[config.mk]
export PLATFORM = sky130hd
export DESIGN_NAME = transpose_sequencer
export DESIGN_NICKNAME = d
export VERILOG_FILES = /design/src/rtl/transpose_sequencer.sv
export SDC_FILE = /design/constraint.sdc
export NUM_CORES = 1
export LEC_CHECK = 0
export ABC_AREA = 1
export BUFFER_PORTS_ARGS = -buffer_cell sky130_fd_sc_hd__buf_2
export CORE_ASPECT_RATIO = 1.25
export CORE_MARGIN = 8
export CORE_UTILIZATION = 30
export DETAILED_ROUTE_END_ITERATION = 12
export GPL_ROUTABILITY_DRIVEN = 0
export GPL_TIMING_DRIVEN = 1
export PLACE_DENSITY_LB_ADDON = 0.3
export SLEW_MARGIN = 20
export SYNTH_ARGS = -nofsm -noshare
export SYNTH_HDL_FRONTEND = slang
export SYNTH_SLANG_ARGS = --single-unit
[constraint.sdc]
create_clock -name clk -period 2 [get_ports clk]
set_clock_uncertainty 0.1 [all_clocks]
set_input_delay 0.3 -clock clk [delete_from_list [all_inputs] [get_ports clk]]
set_output_delay 0.3 -clock clk [all_outputs]
set_load 0.1 [all_outputs]
[src/rtl/transpose_sequencer.sv]
// Schedules a job of tiles through a fixed-latency transpose unit into an external output buffer.
// Accept is combinational on in_valid & in_ready; buf_load follows LATENCY cycles later; credits stop overwrite.
module transpose_sequencer #(
  parameter int LATENCY   = 1,
  parameter int BUF_DEPTH = 2,
  parameter int TILE_W    = 8
) (
  input  logic              clk,
  input  logic              rst,
  input  logic              start,
  input  logic              cfg_transpose,
  input  logic [TILE_W-1:0] cfg_tiles,
  input  logic              in_valid,
  output logic              in_ready,
  output logic              tu_ctrl,
  output logic              tu_rst,
  output logic              buf_load,
  output logic              out_valid,
  input  logic              out_ready,
  output logic              out_last,
  output logic              buf_pop,
  output logic              busy,
  output logic              done,
  output logic [TILE_W-1:0] tile_idx
);

  localparam int CW = $clog2(BUF_DEPTH + LATENCY + 1) + 1;

  typedef enum logic [1:0] {IDLE, RUN, DRAIN, DONE} state_t;

  state_t             state_q, state_d;
  logic               mode_q, mode_d;
  logic [TILE_W-1:0]  tiles_q, tiles_d;
  logic [TILE_W-1:0]  acc_q, acc_d;
  logic [TILE_W-1:0]  popped_q, popped_d;
  logic [LATENCY-1:0] pipe_q, pipe_d;
  logic [CW-1:0]      buffered_q, buffered_d;
  logic [CW-1:0]      inflight;
  logic               accept;

  always_comb begin
    inflight = '0;
    for (int i = 0; i < LATENCY; i++) begin
      inflight = inflight + CW'(pipe_q[i]);
    end
  end

  // Credits come only from registered counts, so a same-cycle pop frees a slot one cycle later.
  assign in_ready  = (state_q == RUN) && (acc_q < tiles_q) && (CW'(BUF_DEPTH) > inflight + buffered_q);
  assign accept    = in_valid & in_ready;
  assign tu_ctrl   = accept & mode_q;
  assign tu_rst    = ~accept;
  assign buf_load  = pipe_q[LATENCY-1];
  assign out_valid = (buffered_q != '0);
  assign buf_pop   = out_valid & out_ready;
  assign out_last  = out_valid && (popped_q == tiles_q - TILE_W'(1));
  assign busy      = (state_q != IDLE);
  assign done      = (state_q == DONE);
  assign tile_idx  = acc_q;

  always_comb begin
    state_d    = state_q;
    mode_d     = mode_q;
    tiles_d    = tiles_q;
    acc_d      = acc_q + TILE_W'(accept);
    popped_d   = popped_q + TILE_W'(buf_pop);
    buffered_d = buffered_q + CW'(buf_load) - CW'(buf_pop);
    pipe_d     = pipe_q << 1;
    pipe_d[0]  = accept;
    case (state_q)
      IDLE: begin
        if (start) begin
          mode_d   = cfg_transpose;
          tiles_d  = cfg_tiles;
          acc_d    = '0;
          popped_d = '0;
          state_d  = (cfg_tiles == '0) ? DONE : RUN;
        end
      end
      RUN: begin
        if (accept && (acc_q + TILE_W'(1) == tiles_q)) state_d = DRAIN;
      end
      DRAIN: begin
        if ((pipe_q == '0) && (buffered_q == '0)) state_d = DONE;
      end
      default: state_d = IDLE;
    endcase
  end

  always_ff @(posedge clk or posedge rst) begin
    if (rst) begin
      state_q    <= IDLE;
      mode_q     <= 1'b0;
      tiles_q    <= '0;
      acc_q      <= '0;
      popped_q   <= '0;
      pipe_q     <= '0;
      buffered_q <= '0;
    end else begin
      state_q    <= state_d;
      mode_q     <= mode_d;
      tiles_q    <= tiles_d;
      acc_q      <= acc_d;
      popped_q   <= popped_d;
      pipe_q     <= pipe_d;
      buffered_q <= buffered_d;
    end
  end

  a_no_overflow: assert property (@(posedge clk) disable iff (rst)
    !(buf_load && !buf_pop && (buffered_q == CW'(BUF_DEPTH))));

endmodule
Yosys cells after proc, flatten, opt, wreduce, memory -nomap -nowiden. Index checks and enable logic that the tools add are counted.

Bits in registers: 31. Input port bits: 14. Output and inout port bits: 17. Word-level logic and storage cells: 49.

$add $sub $neg: 6. $lt $le $gt $ge: 2. Eq/ne operators: 8. Mux-type cells: 9. Bitwise operators: 5. Reductions and logical operators: 12.

Operators by type and width (number): $mux W8 (4); $add A8 B1 Y8 (2); $eq A8 B8 Y1 (2); $add A8 B1 Y8 const B (1); $logic_not A8 Y1 (1); $lt A8 B8 Y1 (1); $mux W2 (4); $sub A8 B1 Y8 const B (1); $pmux W2 S3 (1); $logic_and A1 B1 Y1 (5); $eq A2 B2 Y1 const B (2); $ne A2 B2 Y1 const B (2); $add A3 B1 Y3 (1); $and A1 B1 Y1 (3); $gt A2 B3 Y1 const A (1); $logic_not A3 Y1 (1); $reduce_and A3 Y1 (1); $reduce_bool A3 Y1 (1); $sub A3 B1 Y3 (1); $eq A2 B1 Y1 const B (1); $logic_not A2 Y1 (1); $ne A2 B1 Y1 const B (1); $not A1 Y1 (2); $reduce_and A2 Y1 (1); $reduce_bool A2 Y1 (1).

Longest topological paths before layout. Gate-level depths: netlist (run 1).

Depth in word-level cells: 7. Gate-level depth with buffers: 17. Mapped depth without buffers: 17.

Worst setup path before layout (run 1). No wires, ideal clock.

Kind: flip-flop to output port. Start point: reg acc_q[2], in the netlist tile_idx[2]. End point: out tu_ctrl. Arrival: 3727 ps. Required time: 1600 ps. Slack: -2127 ps. Cell stages (with the launch flop): 11. Buffers on the path: 0. Cell sequence: dfrtp_1 ha_1 nand2_1 inv_1 nand2_1 nand2_1 nand2_1 nand4_1 nor2_1 inv_1 nor2_1.

Longest elaborated chain between the ends: 5.

RTL lines: start: declaration (RTL line 34) `logic [TILE_W-1:0] acc_q, acc_d;`; start signal: assignment (RTL line 95) `acc_q <= '0;`; start signal: assignment (RTL line 103) `acc_q <= acc_d;`; $lt A8 B8 Y1 (RTL line 49) `assign in_ready = (state_q == RUN) && (acc_q < tiles_q) && (CW'(BUF_DEPTH) > inflight + buffered_q);`; $logic_and A1 B1 Y1 (2 in series) (RTL line 49); $and A1 B1 Y1 (RTL line 50) `assign accept = in_valid & in_ready;`; net accept (RTL line 39) `logic accept;`; $and A1 B1 Y1 (RTL line 51) `assign tu_ctrl = accept & mode_q;`; end: declaration (RTL line 15) `output logic tu_ctrl,`.

The timed path passes the listed nets, and every way through them passes these cells.

Worst setup path in the final report (run 1).
Start point: reg pipe_q, in the netlist buf_load. End point: out tu_ctrl.

Longest elaborated chain between the ends: 5.

RTL lines: start: declaration (RTL line 36) `logic [LATENCY-1:0] pipe_q, pipe_d;`; start signal: assignment (RTL line 105) `pipe_q <= pipe_d;`; $add A3 B1 Y3 (RTL line 49); $gt A2 B3 Y1 (RTL line 49); $logic_and A1 B1 Y1 (RTL line 49); $and A1 B1 Y1 (RTL line 50); net accept (RTL line 39); $and A1 B1 Y1 (RTL line 51).

The timed path passes the listed nets, and every way through them passes these cells.

==> results of run 1 <==
==> metal layers <==
metal	vias up	part of all wire [%]	wire, um	track usage [%]
met2	37	52	3030	20.9
met3	18	4.0	232	2.44
met4	0	3.6	213	6.47
li1	1061	-	-	-
met5	-	0	0	0
met1	964	41	2370	12.4
==> logic make-up after synthesis <==
logic type | after synthesis | synth area share (%)
buffers and inverters | 57 | 9.97
XOR/XNOR | 20 | 8.06
adder cells (fa/ha/maj) | 23 | 13.2
flip-flops | 31 | 35.7
AO/OA/AOI/OAI | 34 | 8.35
AND/OR/NAND/NOR | 126 | 24.7
==> stage by stage <==
| stage | TNS [ps] | total power [mW] |
|---|---|---|
| floorplan | -4690 | 2.65 |
| global placement | -4820 | 3.44 |
| detailed placement | -4860 | 3.48 |
| CTS | -6580 | 4.11 |
| global route | -7670 | 4.55 |
| finish | -6150 | 4.19 |
==> timing repair <==
action                                  CTS  global route
gates resized for setup                  15            15
hold buffers                              0             0
pin swaps                                 8            16
setup buffers                             8             5
endpoints found under the setup margin   16            19
==> flip-flops by register name, indices dropped and copies added (netlist names) <==
signal	cells
state_q	2
buf_load	1
tiles_q	8
tile_idx	8
popped_q	8
buffered_q	3
mode_q	1
==> worst register-to-register path: cells and delay by family, from the launching register on <==
| kind | cells | cell delay [ps] |
|---|---|---|
| AOI/OAI and AO/OA | 2 | 190 |
| xor gates and xnor gates | 1 | 160 |
| adders and majority gates | 3 | 480 |
| buffers and inverters | 5 | 420 |
| DFF | 1 | 490 |
| and+or+nand+nor | 5 | 640 |
==> layout make-up <==
cell class / instances / area, um2
tap: 90 / 113
clock buffer: 8 / 100
fill: 720 / 3780
sequential: 31 / 807
multi-input combinational: 203 / 1390
inverter: 52 / 201
timing repair buffer: 76 / 586
==> worst paths after layout <==
| check | slack [ps] | cells past startpoint | end |
|---|---|---|---|
| setup / recovery | -640 | 10 | tu_ctrl |
| hold / removal | -3 | 3 | tile_idx[2] |
| setup reg to reg | -560 | 16 | tile_idx[7] |
| hold reg to reg | 470 | 2 | state_q[0] |
| max in group asynchronous | 1470 | 3 | buf_load |
| min in group clk | 120 | 3 | mode_q |
==> power by group through the flow <==
stage	logic [mW]	clock network [mW]	registers [mW]
5_1_grt	2.96	0.595	0.992
6_report	2.67	0.549	0.970
4_1_cts	2.58	0.570	0.966
2_1_floorplan	1.56	0	1.09
3_5_place_dp	2.50	0	0.977
3_3_place_gp	2.47	0	0.969
==> layout by cell type, fill, tap and decap left out, types with 8 or more instances in the layout <==
master	Yosys	final
o21ai_0	19	16
nor2_1	36	29
a21oi_1	10	8
dfrtp_1	31	22
buf_2	2	25
dfrtp_4	0	8
inv_1	50	45
buf_4	0	41
nand2_1	57	55
xor2_1	15	13
ha_1	23	16
nand3_1	15	13
==> impl_metrics.ini, run 1 <==
[power]
ir_drop_mv = 1.04
p_int_mw = 2.23
p_sw_share_pct = 46.9
combPwrFrac_pct = 63.8
p_sw_mw = 1.97
pwr-share-seq_pct = 23.1
clkPwrFrac_pct = 13.1
leakage_nw = 1.62
power_density_nw_per_um2 = 1310

[floorplan]
num_io_pins = 31
dieWidth_um = 92.1
core-area_um2 = 6980
placementRows = 34
die_h_um = 111
initial_utilization_pct = 31.1
die_area_um2 = 10200

[placed_design]
dpl_worst_slack_ps = -489
io_buffers = 30
postPlaceCellArea_um2 = 2900
dp.cells = 442
dp.final_hpwl_um = 4560

[cells_and_area]
final_util_pct = 45.8
nNetsFinal = 406
drive_gt1_share_pct = 35.4
finalInstanceArea_um2 = 3190
area_growth_pct = 47.0
instances_no_fill = 460
antennaDiodeCount = 0

[yosys]
synth_most_common_cell = nand2_1
synthesis.instances = 291
yosysSeqAreaShare_pct = 35.7
synthTopCellsByArea = dfrtp_1 36%, ha_1 13%, nand2_1 9.9%
ys_types = 26
synth_top_cell_area_share_pct = 35.7
synth_edf_count = 0
synth_flop_cell = dfrtp_1
ys_top_cells_by_count = 57 x nand2_1, 50 x inv_1, 36 x nor2_1, 31 x dfrtp_1, 23 x ha_1
syn_nets = 328
yosys_warnings = 0
synth_area_per_cell_um2 = 7.46
ys_ff_latch = 31
syn_area_um2 = 2170
yosys.area.top_type = dfrtp_1
synthArstFlopShare_pct = 100

[worst_setup_path]
crit_required_ps = 1600
critPathBufInv = 3
crit_chain = ha_4, ha_4, xor2_4, nor2_4, nand4_1, nor2_4, buf_6, clkinvlp_4, nor2_4, buf_12
critical_path.max_stage_delay_ps = 490
critical_path_class = flip-flop to output pin
crit_fanout = 2
crit-reg2reg-launch = buf_load
end_kind = output pin
cp-start-kind = flip-flop
cp_slowest_cell = dfrtp_4
startpoint = buf_load
arrival_ps = 2240
path_delay_family = simple AND/OR/NAND/NOR gates
path_common_cell = nor2_4

[timing]
setup_violations = 14
hold_ws_ps = -2.80
slew_violations = 0
fin_ws_ps = -640
final-hold-violation-count = 10
fin_crit_ps = 2640
rsz0062_at_grt = true
tightest_slew_ps = 571
relSlewSlack_pct = 61.6
period_share_pct = 132
timing.fmax_mhz = 379

[global_routing]
overflow = 0
antenna_found_initial = 0
grt_pass1_vias = 2125
grtUsageTotal_pct = 11.7
grt_pass1_wl_um = 9640
grt_max_degree = 32

[cts]
clockBufferDepth = 2
cts-root-buf = clkbuf_8
htree_levels = 2
cts_tree = built
path_clk_slew_ps = 70
cts_inserted_buffers = 5
insertion_delay_ps = 280
clock_sinks = 31

[drt]
antenna_left = 0
vias = 2080
firstDrtPassIters = 4
wl_per_cell_um = 12.7
drtIter0Drc = 68
drcViolationCount = 0
vias_per_cell = 4.52
routed_wl_um = 5850

[run_status]
violations = negative hold slack, negative setup slack
status = complete, but fails checks

[flow_run]
maxCapViolations = 0

[worst_hold_path]
min_path_type = input port to async pin
No activity file was read; power rests on OpenSTA's default activity.
==> inputs of run 2 (changes only) <==
--- a/config.mk
+++ b/config.mk
@@ -5,11 +5,11 @@
 export SDC_FILE = /design/constraint.sdc
 export NUM_CORES = 1
 export LEC_CHECK = 0
-export ABC_AREA = 1
 export BUFFER_PORTS_ARGS = -buffer_cell sky130_fd_sc_hd__buf_2
 export CORE_ASPECT_RATIO = 1.25
 export CORE_MARGIN = 8
 export CORE_UTILIZATION = 30
+export CTS_CLUSTER_SIZE = 10
 export DETAILED_ROUTE_END_ITERATION = 12
 export GPL_ROUTABILITY_DRIVEN = 0
 export GPL_TIMING_DRIVEN = 1
==> run 2 against run 1 <==
Net effect: hold slack lost 10 ps; the flow still finishes with violations (negative hold slack, negative setup slack); clock power grew 2%; first-iteration DRC count grew 18%; design area grew 7.1%; via count shrank 2.6%; critical path depth shrank 1; register-to-register slack lost 170 ps; sequential cell count is the same; combinational power grew 15%; wire length grew 5.9%.
==> impl_metrics.ini, run 2 <==
[worst_setup_path]
critical_path_class = flip-flop to output pin
crit_fanout = 2
arrival_ps = 2350
crit_required_ps = 1600
end_kind = output pin
cp-start-kind = flip-flop

[floorplan]
initial_utilization_pct = 31.1
dieWidth_um = 92.0
placementRows = 34
num_io_pins = 31
die_h_um = 111
die_area_um2 = 10200
core-area_um2 = 6980

[cts]
htree_levels = 2
cts_tree = built
cts-root-buf = clkbuf_8
insertion_delay_ps = 290
clockBufferDepth = 2
path_clk_slew_ps = 70
clock_sinks = 31
cts_inserted_buffers = 5

[drt]
antenna_left = 0
vias = 2026
drcViolationCount = 0
routed_wl_um = 6200
firstDrtPassIters = 4
drtIter0Drc = 80
vias_per_cell = 4.89
wl_per_cell_um = 15.0

[yosys]
synthTopCellsByArea = dfrtp_1 36%, ha_1 13%, xor2_1 6.9%
synth_edf_count = 0
yosysSeqAreaShare_pct = 35.8
synth_most_common_cell = dfrtp_1
yosys_warnings = 0
synth_flop_cell = dfrtp_1
yosys.area.top_type = dfrtp_1
synthesis.instances = 232
syn_nets = 269
synthArstFlopShare_pct = 100
syn_area_um2 = 2170
ys_ff_latch = 31
ys_types = 48
synth_area_per_cell_um2 = 9.35
ys_top_cells_by_count = 31 x dfrtp_1, 23 x ha_1, 18 x nor2_1, 17 x inv_1, 17 x xor2_1
synth_top_cell_area_share_pct = 35.8

[power]
leakage_nw = 1.54
ir_drop_mv = 1.14
power_density_nw_per_um2 = 1350
p_total_mw = 4.62

[cells_and_area]
instances_no_fill = 414
antennaDiodeCount = 0
area_growth_pct = 57.6
final_common_cell = buf_4
final_cell_mix = 54 x buf_4, 23 x buf_2, 22 x dfrtp_1
nNetsFinal = 360
drive_gt1_share_pct = 48.1
finalInstanceArea_um2 = 3420
num-fill-cells = 669

[timing]
slew_violations = 0
timing.fmax_mhz = 364
hold_ws_ps = -12.8
rsz0062_at_grt = true
period_share_pct = 137
relSlewSlack_pct = 67.5
fin_crit_ps = 2750
tightest_slew_ps = 491
final-hold-violation-count = 31
setup_violations = 21
fin_ws_ps = -746

[global_routing]
grt-busiest-layer = met2
use_met3_pct = 1.83
grt_max_degree = 32
overflow = 0
antenna_found_initial = 0
grt_pass1_vias = 2087
grtUsageTotal_pct = 12.5
grt_pass1_wl_um = 10200
gr-usage-met1_pct = 14.6
use_met2_pct = 21.9

[placed_design]
dp.cells = 400
dp.final_hpwl_um = 4760
io_buffers = 30
postPlaceCellArea_um2 = 3060
dpl_worst_slack_ps = -624

[run_status]
violations = negative hold slack, negative setup slack
status = complete, but fails checks

[worst_hold_path]
min_path_type = input port to async pin

[flow_run]
maxCapViolations = 0
==> run 2: logic make-up after synthesis <==
family	Yosys count	synth area share [%]
AOI/OAI and AO/OA	42	13.8
buffers and inverters	25	4.67
DFF	31	35.8
and+or+nand+nor	83	21.2
xor gates and xnor gates	28	11.3
adders and majority gates	23	13.3
==> run 2: worst max-delay path, cell delays in order, from the launching register on <==
cell        delay (ps)
dfrtp_4            490
ha_4               170
ha_4               170
xor2_4             190
nor4bb_4           340
o211a_1            210
and2_4             160
buf_12             100
clkinvlp_4          80
buf_12             170
==> run 2: metrics by stage <==
| stage | TNS, ps | util [%] |
|---|---|---|
| floorplan | -9050 | - |
| global placement | -5620 | 43.9 |
| detailed placement | -6520 | 43.9 |
| CTS | -7710 | 47.0 |
| global route | -10140 | 49.0 |
| finish | -8370 | 49.0 |
==> run 2: repair_timing <==
action | CTS | global route
endpoints found under the setup margin | 18 | 18
gates resized for setup | 21 | 21
pin swaps | 14 | 22
endpoints found under the hold margin | 0 | 0
hold buffers | 0 | 0
setup buffers | 3 | 3
==> run 2: routing by layer <==
layer	vias up	part of all wire (%)
li1	987	-
met1	993	44
met2	39	52
met4	0	1.6
met5	-	0
met3	7	2.6
==> run 2: cell type report <==
type	count	area, um2	share of cell area (%)
clock buffers	8	100	2.93
inverters	18	73.8	2.16
multi-input cells	176	1590	46.6
flip-flops and latches	31	790	23.1
well taps	90	113	3.29
repair buffers	91	748	21.9
==> run 2: worst paths after layout <==
check	from	to	slack, ps	depth (start not counted)
max reg2reg	buf_load	tile_idx[5]	-730	11
max	buf_load	tu_rst	-750	9
min reg2reg	mode_q	mode_q	380	2
min in group clk	cfg_transpose	mode_q	110	3
min	rst	popped_q[5]	-10	3
max in group asynchronous	rst	buf_load	1480	3
==> run 2: report_power, final <==
| group | internal (mW) | leakage [nW] | switching [mW] |
|---|---|---|---|
| Clock | 0.314 | 0.0515 | 0.248 |
| Sequential | 0.822 | 0.389 | 0.166 |
| Combinational | 1.39 | 1.10 | 1.67 |
